--- config.mk ---
export PLATFORM = sky130hd
export DESIGN_NAME = wallace_mac_sequencer
export DESIGN_NICKNAME = d
export VERILOG_FILES = /design/src/rtl/wallace_mac_sequencer.sv
export SDC_FILE = /design/constraint.sdc
export NUM_CORES = 1
export LEC_CHECK = 0
export CAP_MARGIN = 10
export CORE_ASPECT_RATIO = 0.7
export CORE_MARGIN = 8
export CORE_UTILIZATION = 30
export CTS_BUF_LIST = sky130_fd_sc_hd__clkbuf_8
export DETAILED_ROUTE_END_ITERATION = 10
export PLACE_DENSITY_LB_ADDON = 0.12
export SLEW_MARGIN = 20
export SYNTH_ARGS = -nofsm -noshare
export SYNTH_HDL_FRONTEND = slang
export SYNTH_SLANG_ARGS = --single-unit
--- constraint.sdc ---
create_clock -name clk -period 2.15 [get_ports clk]
set_input_delay 0.5375 -clock clk [delete_from_list [all_inputs] [get_ports clk]]
set_output_delay 0.5375 -clock clk [all_outputs]
set_load 0.02 [all_outputs]
--- src/rtl/wallace_mac_sequencer.sv ---
// Dot-product MAC sequencer feeding an external registered 8x8 multiplier.
// Build option SATURATE_EN: clamp acc_out to all ones once it overflows.
module wallace_mac_sequencer #(
   parameter int ACC_W    = 24,
   parameter int LEN_W    = 8,
   parameter int MULT_LAT = 2
) (
   input  logic             clk,
   input  logic             rst_n,
   input  logic             start,
   input  logic [LEN_W-1:0] len,
   output logic             busy,
   input  logic             in_valid,
   output logic             in_ready,
   input  logic [7:0]       a_in,
   input  logic [7:0]       b_in,
   output logic [7:0]       mult_a,
   output logic [7:0]       mult_b,
   input  logic [15:0]      mult_p,
   output logic             out_valid,
   input  logic             out_ready,
   output logic [ACC_W-1:0] acc_out,
   output logic             overflow
);
   typedef enum logic [1:0] {IDLE, FEED, DRAIN, DONE} state_t;

   state_t              state, state_nxt;
   logic [LEN_W-1:0]    len_q, issued, returned;
   logic [LEN_W-1:0]    issued_inc, returned_inc;
   logic [MULT_LAT-1:0] tag;
   logic [ACC_W:0]      sum;
   logic                xfer, accum, last_issue, last_ret;

   assign busy      = (state != IDLE);
   assign in_ready  = (state == FEED) && (issued != len_q);
   assign out_valid = (state == DONE);
   assign xfer      = in_valid && in_ready;
   assign mult_a    = xfer ? a_in : 8'h00;
   assign mult_b    = xfer ? b_in : 8'h00;

   assign issued_inc   = issued + LEN_W'(1);
   assign returned_inc = returned + LEN_W'(1);
   assign sum = {1'b0, acc_out} + {{(ACC_W-15){1'b0}}, mult_p};

   // tag[MULT_LAT-1] marks the cycle a product is stable on mult_p
   assign accum = tag[MULT_LAT-1] &&
                  ((state == FEED) || (state == DRAIN));
   assign last_issue = xfer && (issued_inc == len_q);
   assign last_ret   = accum && (returned_inc == len_q);

   always_ff @(posedge clk or negedge rst_n) begin
      if (!rst_n) state <= IDLE;
      else        state <= state_nxt;
   end

   always_comb begin
      state_nxt = state;
      unique case (state)
         IDLE:    if (start) state_nxt = (len == '0) ? DONE : FEED;
         FEED:    if (last_issue) state_nxt = DRAIN;
         DRAIN:   if (last_ret) state_nxt = DONE;
         DONE:    if (out_ready) state_nxt = IDLE;
         default: state_nxt = IDLE;
      endcase
   end

   always_ff @(posedge clk or negedge rst_n) begin
      if (!rst_n) begin
         len_q    <= '0;
         issued   <= '0;
         returned <= '0;
         tag      <= '0;
         acc_out  <= '0;
         overflow <= 1'b0;
      end else begin
         tag <= MULT_LAT'({tag, xfer});
         if ((state == IDLE) && start) begin
            len_q    <= len;
            issued   <= '0;
            returned <= '0;
            acc_out  <= '0;
            overflow <= 1'b0;
         end else begin
            if (xfer) issued <= issued_inc;
            if (accum) begin
               returned <= returned_inc;
`ifdef SATURATE_EN
               // once clamped, later products are ignored
               if (sum[ACC_W] || overflow) begin
                  acc_out  <= '1;
                  overflow <= 1'b1;
               end else begin
                  acc_out <= sum[ACC_W-1:0];
               end
`else
               acc_out <= sum[ACC_W-1:0];
               if (sum[ACC_W]) overflow <= 1'b1;
`endif
            end
         end
      end
   end
endmodule

Yosys cells after proc, flatten, opt, wreduce, memory -nomap -nowiden:

Index checks and enable logic that the tools add are counted.

* add/subtract/negate cells: 3
* multiply operators: 0
* div/mod/pow operators: 0
* magnitude comparators: 0
* equal/unequal tests: 10
* shifts and indexed selects: 0
* multiplexer cells: 17
* bitwise operators: 0
* reduce and logical (&&, ||, !) cells: 15

Operators with widths (count)
* $mux 24: 2
* $mux 8: 6
* $add 24x16->25: 1
* $add 8x1->8 const B: 2
* $eq 8x8->1: 2
* $mux 2: 5
* $logic_not 8->1: 1
* $ne 8x8->1: 1
* $pmux 2 s4: 1
* $reduce_bool 2->1: 4
* $logic_and 1x1->1: 6
* $ne 2x2->1 const B: 3
* $eq 2x2->1 const B: 2
* $reduce_and 4->1: 1
* $mux 1: 3
* $eq 2x1->1 const B: 1
* $logic_not 2->1: 1
* $ne 2x1->1 const B: 1
* $reduce_and 2->1: 1
* $logic_or 1x1->1: 1

* bits in registers: 53
* bits in latches: 0
* memory bits (writable): 0
* memory bits (read-only): 0
* output and inout bits: 44
* logic and storage cells: 52
* memories: 0

Logic depth before layout (Yosys ltp):

* word-level depth: 6
* mapped depth: 9
* gate-level depth less buffers: 9

Least setup slack after synthesis:

OpenSTA, ideal clock, no wires.

* path type: input port to flip-flop
* start: input mult_p[0]
* end: register acc_out[16]
* data arrival time: 2.298 ns
* required time: 2.071 ns
* path slack: -0.227 ns
* cell stages on the path: 9
* cells stage by stage: ha_1 inv_1 fa_1 nor2b_1 o21ai_1 a211oi_2 o21ai_1 a21oi_1 mux2i_1

* longest elaborated chain between the ends: 3

RTL lines
* start, declared: RTL line 19 `input logic [15:0] mult_p,`
* $add 24x16->25: RTL line 43 `assign sum = {1'b0, acc_out} + {{(ACC_W-15){1'b0}}, mult_p};`
* $mux 24: RTL line 85 `if (accum) begin`
* $mux 24: RTL line 77 `if ((state == IDLE) && start) begin`
* end signal, assigned: RTL line 96 `acc_out <= sum[ACC_W-1:0];`
* end, declared: RTL line 22 `output logic [ACC_W-1:0] acc_out,`

Every way passes these cells. The select of a mux whose other input is x is not followed.
A chain may end at the register's enable or synchronous reset.

Worst setup path in the final report:

* start: register len_q[5]
* end: output mult_b[0]

* longest elaborated chain between the ends: 4

RTL lines
* start, declared: RTL line 28 `logic [LEN_W-1:0] len_q, issued, returned;`
* start signal, assigned: RTL line 78 `len_q <= len;`
* $ne 8x8->1: RTL line 35 `assign in_ready = (state == FEED) && (issued != len_q);`
* $logic_and 1x1->1: RTL line 35
* $logic_and 1x1->1: RTL line 37 `assign xfer = in_valid && in_ready;`
* $mux 8: RTL line 39 `assign mult_b = xfer ? b_in : 8'h00;`
* end, declared: RTL line 18 `output logic [7:0] mult_b,`

Every way passes these cells.

==> out/results.ini <==
[detailed_routing]
antenna_left = 0
drt_iter0_drc = 307
drc = 0
drt_first_pass_iters = 4
via_count = 4066
via_per_inst = 5.001
wl_per_cell_um = 16.74
routed_wl_mm = 13.61

[placement]
port-buffer-count = 88
placed_area_um2 = 5774
dp_hpwl_mm = 9.977
routabilityCongestion = 0.7964

[floorplanning]
rows = 35
dieWidth_um = 154.5
start_util_pct = 30.68
dieArea_um2 = 17460
pin_count = 89
fp.dieH_um = 113.0
core-area_um2 = 13140

[flow_run]
max_cap_violations = 0

[setup_path]
cp_max_fo = 5
critPathLaunchType = flip-flop
worst_ep_arrival_time_ps = 1880
cp.required_ps = 1610
reg2reg_from = acc_out[0]
worst_r2r_endpoint = acc_out[13]
endpoint_kind = output port
regToRegSetupSlack_ps = -60
critPathKind = flip-flop to output port
reg2reg_depth = 9

[outcome]
violations = negative setup slack
run_status = finished, violations left

[layout]
fill_cells = 1242
drive_gt1_share_pct = 33.54
area_delta_synth_final_pct = 60.14
antenna-diode-count = 0
ff_latch_area_um2 = 1328
multiInputGateArea_um2 = 3054
final_nets = 715
finalInstanceArea_um2 = 6454

[clocking]
clk_pin_slew_ps = 110
clk_path_buf_depth = 2
root_buffer = clkbuf_8
cts_buffers = 5
htreeDepth = 2
clock_sinks = 53
tritoncts = done
insertion_delay_ps = 320
cts_hold_buf = 0

[logic_synthesis]
yosys_warnings = 0
synth_cells = 465
synthesis.area_um2 = 4030
postSynthAreaPerCell_um2 = 8.667
synth_common_cells = nand2_1 (65), dfrtp_1 (53), a21oi_1 (30), nor2_1 (27)
synth_top_area_cell = dfrtp_1
synth_edf_count = 0
synth_seq_cells = 53
synth_cell_types = 56
synth_most_common_cell = nand2_1
ys.flop_type = dfrtp_1
synth.top_cell.area_share_pct = 32.91
ys_top_cells_by_area = dfrtp_1 (33%), ha_1 (7.1%), nand2_1 (6.1%)
yosysSeqAreaShare_pct = 32.91
synthArstFlopShare_pct = 100.0
synth_nets = 534

[global_route]
antenna_found_initial = 0
overflow = 0
grt_pass1_vias = 4207
grt_start_max_net_pins = 35
grt_pass1_wl_mm = 22.13
track_usage_pct = 15.35

[power_and_ir_drop]
p_per_area_nw_per_um2 = 1125
peakVddDrop_uv = 366.5
total_power_w = 0.007261
p_leak_nw = 2.847

[sta]
worst_slack_ps = -264.7
hold_violations = 0
setup_viol = 21
min_period_over_period_pct = 112.3
rsz0062_at_grt = true
max_freq_mhz = 414.1
slew_headroom_pct = 64.73
period_minus_slack_ps = 2415
finClkSkew_ps = 9.745
worstMarginPinSlew_ps = 529.1
drv_slew = 0

[hold_path]
hp-class = input pin to asynchronous set/reset pin

[layout by cell type (no fill, tap or decap), types with 4 or more instances in the layout]
master           count
xnor2_1             23
clkdlybuf4s50_1     59
ha_4                10
buf_6               22
a21oi_1             19
dfrtp_1             52
a21oi_4              5
a21o_1              15
nor3b_1              4
nor3_1              13
nand3_1             12
dlygate4sd2_1        6
o21ai_0             21
xor2_1              14
or3_1                5
clkbuf_8             5
nor2_1              25
and2_4              17
o211ai_1             4
a21oi_2             10
nor4b_1             10
mux2i_1              6
inv_1                7
buf_4               94
o21a_1               5
nand2b_1             8
a31oi_1              5
nand2_1             60
ha_1                10
nand4_1              6
nor2b_1              5
[how the worst max path moves through the flow]
stage	slack [ps]	depth (start not counted)	startpoint	end
after CTS	-330	6	issued[5]	mult_a[4]
final	-260	6	len_q[5]	mult_b[0]
after floorplan	20	8	mult_p[9]	acc_out[16]
after global placement	-610	11	mult_p[0]	acc_out[14]
after global routing	-370	6	len_q[5]	mult_b[0]
after detailed placement	-640	8	mult_p[5]	acc_out[17]
[sequential cells by signal (all words and copies together) (netlist names)]
| name | count |
|---|---|
| acc_out | 24 |
| issued | 8 |
| len_q | 8 |
| returned | 8 |
| state | 2 |
| tag | 2 |
| overflow | 1 |
[logic make-up (layout without fill, tap and decap cells)]
group | after synthesis | after routing | synth area share (%)
compound gates | 119 | 122 | 21.42
fa+ha+maj | 24 | 24 | 7.637
simple gates | 198 | 198 | 25.61
buf+inv | 28 | 207 | 2.887
xor+xnor | 37 | 37 | 8.041
flops | 53 | 53 | 32.91
mux | 6 | 6 | 1.490
[critical path: stages (launching register included)]
cell       delay (ps)
dfrtp_1           400
or2_4             270
a2111oi_4         300
buf_6             200
a21oi_4           100
and2_4            160
buf_6             120
[report_power, final]
group / internal, W / total (W) / switching, W
logic: 0.00241 / 0.00489 / 0.00248
registers: 0.00127 / 0.00153 / 0.000259
clock network: 0.000463 / 0.000844 / 0.000380
[cell type report]
type	count	share of cell area, %
clock inverters	3	1.008
inverters	9	0.5235
well taps	166	3.218
clock buffers	5	1.066
multi-input cells	387	47.32
repair buffers	190	26.29
flip-flops and latches	53	20.57
[what timing repair did]
item | 4_1_cts | 5_1_grt
gates resized for setup | 144 | 67
pin swaps | 27 | 38
setup endpoints to repair | 38 | 41
buffers inserted | 12 | 7
cloned | 2 | 1
[per-stage QoR]
step / hold slack (ps) / utilization, % / TNS [ps] / setup WS [ps] / cells
2_1_floorplan: 241.9 / - / 0 / 22.00 / 465
3_3_place_gp: 336.9 / 43.95 / -19450 / -610.3 / 786
3_5_place_dp: 341.2 / 43.95 / -20350 / -636.8 / 786
4_1_cts: 188.9 / 46.99 / -5552 / -326.8 / 807
5_1_grt: 202.1 / 49.12 / -7384 / -370.5 / 813
6_report: 178.8 / 49.12 / -4380 / -264.7 / 813
[metal layers]
layer | global-route usage [%] | part of all wire (%)
met1 | 21.80 | 50
met2 | 23.12 | 44
met3 | 4.113 | 5.5
met4 | 2.472 | 0.54
met5 | 0 | 0
No activity file was read; power rests on OpenSTA's default activity.
